File: src/rtl/ped_xing_scheduler_pkg.sv
// ped_xing_pkg: shared types and constants for the pedestrian-crossing scheduler.
//   state_t     - phase enumeration, in service order
//   CNT_W       - phase timer width
//   *_D         - default phase durations in ticks
//   next_phase  - successor phase in the fixed service cycle
//   phase_load  - value loaded into the timer on entry to a phase (duration - 1)
package ped_xing_pkg;

  localparam int CNT_W       = 4;
  localparam int MIN_GREEN_D = 6;
  localparam int YELLOW_T_D  = 3;
  localparam int ALLRED_T_D  = 2;
  localparam int WALK_T_D    = 5;
  localparam int FLASH_T_D   = 4;

  typedef enum logic [2:0] {
    ST_GREEN   = 3'd0,
    ST_YELLOW  = 3'd1,
    ST_ALLRED1 = 3'd2,
    ST_WALK    = 3'd3,
    ST_FLASH   = 3'd4,
    ST_ALLRED2 = 3'd5
  } state_t;

  function automatic state_t next_phase(input state_t s);
    case (s)
      ST_GREEN:   return ST_YELLOW;
      ST_YELLOW:  return ST_ALLRED1;
      ST_ALLRED1: return ST_WALK;
      ST_WALK:    return ST_FLASH;
      ST_FLASH:   return ST_ALLRED2;
      default:    return ST_GREEN;
    endcase
  endfunction

  // Durations are passed in so the top-level parameters, not the package
  // defaults, decide the timing.
  function automatic logic [CNT_W-1:0] phase_load(input state_t s,
                                                  input int min_g,
                                                  input int yel,
                                                  input int allred,
                                                  input int wlk,
                                                  input int flsh);
    case (s)
      ST_GREEN:   return CNT_W'(min_g - 1);
      ST_YELLOW:  return CNT_W'(yel - 1);
      ST_WALK:    return CNT_W'(wlk - 1);
      ST_FLASH:   return CNT_W'(flsh - 1);
      default:    return CNT_W'(allred - 1);
    endcase
  endfunction

endpackage

File: src/rtl/ped_xing_scheduler_if.sv
// ped_xing_scheduler_if: control inputs and lamp/display outputs of the
// crossing scheduler.
//   master - controller side (drives tick, ped_req; observes lamps)
//   slave  - scheduler side
interface ped_xing_scheduler_if;
  import ped_xing_pkg::*;

  logic             tick;
  logic             ped_req;
  logic             car_green;
  logic             car_yellow;
  logic             car_red;
  logic             walk;
  logic             dont_walk;
  logic [CNT_W-1:0] countdown;
  logic             req_pending;

  modport master (
    output tick, ped_req,
    input  car_green, car_yellow, car_red, walk, dont_walk, countdown, req_pending
  );

  modport slave (
    input  tick, ped_req,
    output car_green, car_yellow, car_red, walk, dont_walk, countdown, req_pending
  );

endinterface

File: src/rtl/ped_xing_scheduler_phase_timer.sv
// phase_timer: loadable down-counter for phase timing.
//   i_load/i_load_val - synchronous load (wins over tick)
//   i_tick            - decrement enable; the count saturates at zero
//   o_cnt, o_zero     - current count and terminal-count flag
module phase_timer
  import ped_xing_pkg::*;
#(
  parameter logic [CNT_W-1:0] RST_VAL = '0
) (
  input  logic             clk,
  input  logic             rst_n,
  input  logic             i_load,
  input  logic [CNT_W-1:0] i_load_val,
  input  logic             i_tick,
  output logic [CNT_W-1:0] o_cnt,
  output logic             o_zero
);

  logic [CNT_W-1:0] r_cnt;

  always_ff @(posedge clk or negedge rst_n) begin
    if (!rst_n) begin
      r_cnt <= RST_VAL;
    end else if (i_load) begin
      r_cnt <= i_load_val;
    end else if (i_tick && (r_cnt != '0)) begin
      r_cnt <= r_cnt - 1'b1;
    end
  end

  assign o_cnt  = r_cnt;
  assign o_zero = (r_cnt == '0);

endmodule

File: src/rtl/ped_xing_scheduler.sv
// ped_xing_scheduler: car/pedestrian phase sequencer for one crosswalk.
//   clk, rst_n - clock, asynchronous active-low reset
//   bus        - ped_xing_scheduler_if.slave (tick, ped_req in; lamps,
//                countdown, req_pending out)
// Optional macro PED_SYNC_EN: adds a 2-flop synchroniser on ped_req.
//
// state      | meaning
// -----------+-------------------------------------------------
// ST_GREEN   | cars go; leaves only after MIN_GREEN and a request
// ST_YELLOW  | cars warned
// ST_ALLRED1 | clearance before walk
// ST_WALK    | pedestrians cross (request latch cleared on entry)
// ST_FLASH   | flashing don't-walk
// ST_ALLRED2 | clearance before car green
module ped_xing_scheduler
  import ped_xing_pkg::*;
#(
  parameter int MIN_GREEN = MIN_GREEN_D,
  parameter int YELLOW_T  = YELLOW_T_D,
  parameter int ALLRED_T  = ALLRED_T_D,
  parameter int WALK_T    = WALK_T_D,
  parameter int FLASH_T   = FLASH_T_D
) (
  input  logic             clk,
  input  logic             rst_n,
  ped_xing_scheduler_if.slave bus
);

  state_t           r_state;
  logic             r_req;
  logic             r_flash;
  logic             r_car_green;
  logic             r_car_yellow;
  logic             r_car_red;
  logic             r_walk;
  logic             r_dont_walk;
  logic             w_ped;
  logic             w_zero;
  logic             w_adv;
  state_t           w_next;
  logic [CNT_W-1:0] w_cnt;
  logic [CNT_W-1:0] w_load_val;

`ifdef PED_SYNC_EN
  logic [1:0] r_sync;

  always_ff @(posedge clk or negedge rst_n) begin
    if (!rst_n) begin
      r_sync <= '0;
    end else begin
      r_sync <= {r_sync[0], bus.ped_req};
    end
  end

  assign w_ped = r_sync[1];
`else
  assign w_ped = bus.ped_req;
`endif

  // GREEN holds at zero until a request is latched; every other phase
  // advances on the tick that finds the timer at zero.
  assign w_next     = next_phase(r_state);
  assign w_adv      = bus.tick && w_zero && ((r_state != ST_GREEN) || r_req);
  assign w_load_val = phase_load(w_next, MIN_GREEN, YELLOW_T, ALLRED_T, WALK_T, FLASH_T);

  phase_timer #(
    .RST_VAL (CNT_W'(MIN_GREEN - 1))
  ) u_timer (
    .clk        (clk),
    .rst_n      (rst_n),
    .i_load     (w_adv),
    .i_load_val (w_load_val),
    .i_tick     (bus.tick),
    .o_cnt      (w_cnt),
    .o_zero     (w_zero)
  );

  // Lamps are registered alongside the state so they decode the new phase
  // on the same edge that enters it.
  always_ff @(posedge clk or negedge rst_n) begin
    if (!rst_n) begin
      r_state      <= ST_GREEN;
      r_req        <= 1'b0;
      r_flash      <= 1'b0;
      r_car_green  <= 1'b1;
      r_car_yellow <= 1'b0;
      r_car_red    <= 1'b0;
      r_walk       <= 1'b0;
      r_dont_walk  <= 1'b1;
    end else begin
      // Clearing on WALK entry beats a press in the same cycle.
      if (w_adv && (w_next == ST_WALK)) begin
        r_req <= 1'b0;
      end else if (w_ped) begin
        r_req <= 1'b1;
      end

      if (w_adv) begin
        r_state      <= w_next;
        r_flash      <= (w_next == ST_FLASH);
        r_car_green  <= (w_next == ST_GREEN);
        r_car_yellow <= (w_next == ST_YELLOW);
        r_car_red    <= (w_next != ST_GREEN) && (w_next != ST_YELLOW);
        r_walk       <= (w_next == ST_WALK);
        r_dont_walk  <= (w_next != ST_WALK);
      end else if (bus.tick && (r_state == ST_FLASH)) begin
        r_flash     <= ~r_flash;
        r_dont_walk <= ~r_flash;
      end
    end
  end

  assign bus.car_green   = r_car_green;
  assign bus.car_yellow  = r_car_yellow;
  assign bus.car_red     = r_car_red;
  assign bus.walk        = r_walk;
  assign bus.dont_walk   = r_dont_walk;
  assign bus.countdown   = w_cnt;
  assign bus.req_pending = r_req;

endmodule

File: src/flat_wrapper.sv
// flat-port wrapper written by rule: the top's interface ports become plain ports
module ped_xing_scheduler_flat import ped_xing_pkg::*;
#(
  parameter int MIN_GREEN = MIN_GREEN_D,
  parameter int YELLOW_T  = YELLOW_T_D,
  parameter int ALLRED_T  = ALLRED_T_D,
  parameter int WALK_T    = WALK_T_D,
  parameter int FLASH_T   = FLASH_T_D
)
  (clk, rst_n, bus_tick, bus_ped_req, bus_car_green, bus_car_yellow, bus_car_red, bus_walk, bus_dont_walk, bus_countdown, bus_req_pending);
  ped_xing_scheduler_if bus_i ();
  input  logic clk;
  input  logic rst_n;
  input wire logic [$bits(bus_i.tick)-1:0] bus_tick;
  input wire logic [$bits(bus_i.ped_req)-1:0] bus_ped_req;
  output wire logic [$bits(bus_i.car_green)-1:0] bus_car_green;
  output wire logic [$bits(bus_i.car_yellow)-1:0] bus_car_yellow;
  output wire logic [$bits(bus_i.car_red)-1:0] bus_car_red;
  output wire logic [$bits(bus_i.walk)-1:0] bus_walk;
  output wire logic [$bits(bus_i.dont_walk)-1:0] bus_dont_walk;
  output wire logic [$bits(bus_i.countdown)-1:0] bus_countdown;
  output wire logic [$bits(bus_i.req_pending)-1:0] bus_req_pending;
  assign bus_i.tick = bus_tick;
  assign bus_i.ped_req = bus_ped_req;
  assign bus_car_green = bus_i.car_green;
  assign bus_car_yellow = bus_i.car_yellow;
  assign bus_car_red = bus_i.car_red;
  assign bus_walk = bus_i.walk;
  assign bus_dont_walk = bus_i.dont_walk;
  assign bus_countdown = bus_i.countdown;
  assign bus_req_pending = bus_i.req_pending;
  ped_xing_scheduler #(.MIN_GREEN(MIN_GREEN), .YELLOW_T(YELLOW_T), .ALLRED_T(ALLRED_T), .WALK_T(WALK_T), .FLASH_T(FLASH_T)) u_core (.clk(clk), .rst_n(rst_n), .bus(bus_i));
endmodule
File: config.mk
export PLATFORM = sky130hd
export DESIGN_NAME = ped_xing_scheduler_flat
export DESIGN_NICKNAME = d
export VERILOG_FILES = /design/src/rtl/ped_xing_scheduler_pkg.sv /design/src/rtl/ped_xing_scheduler_if.sv /design/src/rtl/ped_xing_scheduler_phase_timer.sv /design/src/rtl/ped_xing_scheduler.sv /design/src/flat_wrapper.sv
export SDC_FILE = /design/constraint.sdc
export NUM_CORES = 1
export LEC_CHECK = 0
export CELL_PAD_IN_SITES_DETAIL_PLACEMENT = 1
export CELL_PAD_IN_SITES_GLOBAL_PLACEMENT = 1
export CORE_ASPECT_RATIO = 1.2
export CORE_MARGIN = 1.5
export CORE_UTILIZATION = 38
export CTS_CLUSTER_SIZE = 16
export DETAILED_ROUTE_END_ITERATION = 10
export MAX_ROUTING_LAYER = met4
export PLACE_DENSITY_LB_ADDON = 0.08
export SLEW_MARGIN = 20
export SYNTH_ARGS = -nofsm -noshare
export SYNTH_HDL_FRONTEND = slang
export SYNTH_SLANG_ARGS = --single-unit
File: constraint.sdc
create_clock -name clk -period 1.7 [get_ports clk]
set_input_delay 0.255 -clock clk [delete_from_list [all_inputs] [get_ports clk]]
set_output_delay 0.255 -clock clk [all_outputs]
set_load 0.01 [all_outputs]
==> flow_summary.toml <==
[synthesis]
synth.avg_cell_area_um2 = 9.567
ys.warnings.count = 0
synth.yosys.seq_area_share_pct = 45.30
synth.distinct_cells = 31
synthCells = 82
synthesis.area_um2 = 784.5
synth_largest_area_cell = "dfrtp_1"
synth_nets = 88
synth.area.top_cells = "dfrtp_1 (32%), dfstp_2 (13%), a21oi_1 (5.7%), o21ai_0 (5.1%), clkbuf_8 (3.5%)"
netlist.area_leader.share_pct = 31.90
ys_ff_latch = 14

[cts]
clock-root-buffer = "clkbuf_4"
clock_path_buffers = 2
clkLatencyLatePin_ns = 0.29
cts.sinks = 14
cts_tree = "built"
hold_buffers = 0
htreeDepth = 1
cts_buffers = 3
clk_pin_slew_ns = 0.09

[layout]
fin_util_pct = 54.99
final_cell_area_um2 = 1041
layout-drive-gt1-share_pct = 27.10
fill_cells = 232
nNetsFinal = 114
n_antenna_cell = 0
area_growth_pct = 32.70

[power]
leakage_nw = 0.4714
ir_drop_uv = 865.3
finalPower_mw = 1.781
p_per_area_nw_per_um2 = 1711

[sta]
drv_slew = 0
clock_skew_ns = 0.005365
grt_setup_unrepaired = "true"
timing.slew.headroom_pct = 73.81
tightest_slew_ns = 0.3913
finalHoldViolCount = 0
fin_crit_sh_pct = 97.18
setup-violations-final = 0
min_period_ns = 1.652
worst_slack_ns = 0.04796
clock.fmax_ghz = 0.6053

[floorplan]
io_pins = 14
die_h_um = 52.77
dieArea_um2 = 2347
start_util_pct = 41.44
die_w_um = 44.48
coreArea_um2 = 1893
row_count = 17

[worst_setup_path]
slowest_stage = "dfstp_2"
cp_top_family = "flip-flops"
crit_fanout = 5
cp_slowest_stage_delay_ns = 0.57
crit_path_end_kind = "output port"
critPathLaunchType = "flop"
path_cells = "clkdlybuf4s50_1"
crit_buf_inv = 1
critical_path_class = "reg2out"
worstPathRequired_ns = 1.44
cp.arrival_ns = 1.40

[route]
drt-initial-drc-count = 18
viasPerCell = 5.611
route.vias.total = 707
wl_per_cell_um = 16.34
wl_um = 2059
drcViolationCount = 0
firstDrtPassIters = 7
ant_nets = 0

[placement]
portBuffers = 13
gp_congestion = 0.8118
placed_cell_area_um2 = 978.4
dp_slack_ns = 0.01477
dp_hpwl_um = 1507

[outcome]
status = "finished clean"

[global_routing]
antenna_found_initial = 0
first_global_vias = 720
track_usage_pct = 21.31
overflow = 0
grt_start_max_net_pins = 16
grt_pass1_wl_um = 3429

[hold_path]
hold_class = "in2async"

[run]
maxCapViolCount = 0
==> power breakdown <==
group | internal (mW) | switching, mW | leakage [nW]
combinational | 0.487 | 0.430 | 0.289
sequential | 0.494 | 0.124 | 0.162
clock | 0.131 | 0.116 | 0.0210
total | 1.11 | 0.669 | 0.471
==> cell type report <==
type                       count  area (µm²)  share of cell area, %
tap                           19       23.77                  2.284
sequential                    14       355.3                  34.13
clock buffer                   4       36.28                  3.486
timing repair buffer          26       226.5                  21.75
inverter                       3       11.26                  1.082
multi-input combinational     60       387.9                  37.26
==> flip-flops by register name, indices dropped and copies added, names as in the netlist <==
signal                  flops
u_core.bus.car_green        1
u_core.bus.car_red          1
u_core.bus.car_yellow       1
u_core.bus.dont_walk        1
u_core.bus.req_pending      1
u_core.bus.walk             1
u_core.r_flash              1
u_core.r_state              3
u_core.u_timer.o_cnt        4
==> layer usage <==
metal	wire length (µm)	vias to the layer above	track usage, %	share of wire, %
li1	-	345	-	-
met1	922	342	26.50	45
met2	1038	16	33.82	50
met3	65	4	2.414	3.2
met4	32	0	10.61	1.6
met5	0	-	-	0
==> cell usage after synthesis, drive strengths merged <==
master,number
mux2i,2
a211o,1
ha,2
and3,3
o21a,1
nand2,5
or3,2
buf,1
a22o,1
o211ai,1
o21ai,8
xor2,1
nor2,6
nand4bb,1
dfrtp,10
nor3,3
a21oi,9
and2b,1
nand4,1
o31ai,1
a32oi,1
a21o,2
or4,1
and4bb,1
inv,3
clkbuf,4
dfstp,4
nand3,4
nand2b,2
==> final timing paths <==
kind	cells after the start	startpoint	slack, ns	endpoint
worst max register to register	5	u_core.u_timer.o_cnt[0]	0.10	u_core.r_flash
min in group clk	1	u_core.bus.walk	0.49	u_core.bus.walk
worst min register to register	1	u_core.bus.walk	0.49	u_core.bus.walk
worst max-delay path	1	u_core.u_timer.o_cnt[2]	0.05	bus_countdown[2]
worst min-delay path	2	rst_n	0.27	u_core.u_timer.o_cnt[1]
max in group asynchronous	2	rst_n	1.18	u_core.bus.car_green
==> kinds of logic after synthesis <==
| logic type | Yosys count | synth area share, % |
|---|---|---|
| AOI/OAI and AO/OA | 25 | 18.98 |
| xor gates and xnor gates | 1 | 1.117 |
| adders and majority gates | 2 | 3.189 |
| buffers and inverters | 8 | 6.859 |
| DFF | 14 | 45.29 |
| muxes | 2 | 2.552 |
| and+or+nand+nor | 30 | 22.01 |
==> what timing repair did <==
action	4_1_cts	5_1_grt
gates resized for setup	2	3
setup endpoints to repair	3	3
pin swaps	0	1
setup buffers	0	2
gates cloned	0	0
endpoints found under the hold margin	0	0
==> cell usage in the layout, fill, tap and decap left out <==
cell type / instances
inv_2: 2
nand3_1: 4
nor2_1: 6
clkbuf_4: 3
clkbuf_8: 1
dfstp_2: 4
o211ai_1: 1
and3_2: 1
a21oi_1: 9
a21o_1: 2
a211o_1: 1
nor3_1: 3
dlygate4sd2_1: 1
nand2_1: 5
a22o_1: 1
and3_1: 2
or4_4: 1
a32oi_1: 1
mux2i_1: 2
ha_1: 1
nand4bb_1: 1
nand4_1: 1
and4bb_2: 1
nand2b_1: 2
o31ai_1: 1
dfrtp_1: 10
o21a_1: 1
o21ai_0: 8
inv_1: 1
xor2_1: 1
clkdlybuf4s50_1: 12
buf_4: 13
and2b_1: 1
or3_2: 2
ha_4: 1
==> metrics by stage <==
| step | TNS [ns] | instances | hold slack [ns] |
|---|---|---|---|
| after floorplan | 0 | 82 | -0.04059 |
| after global placement | 0 | 120 | 0.4583 |
| after detailed placement | 0 | 120 | 0.4663 |
| after CTS | 0 | 124 | 0.2785 |
| after global routing | -0.01425 | 126 | 0.2799 |
| final | 0 | 126 | 0.2706 |
(Power assumes the default switching activity.)
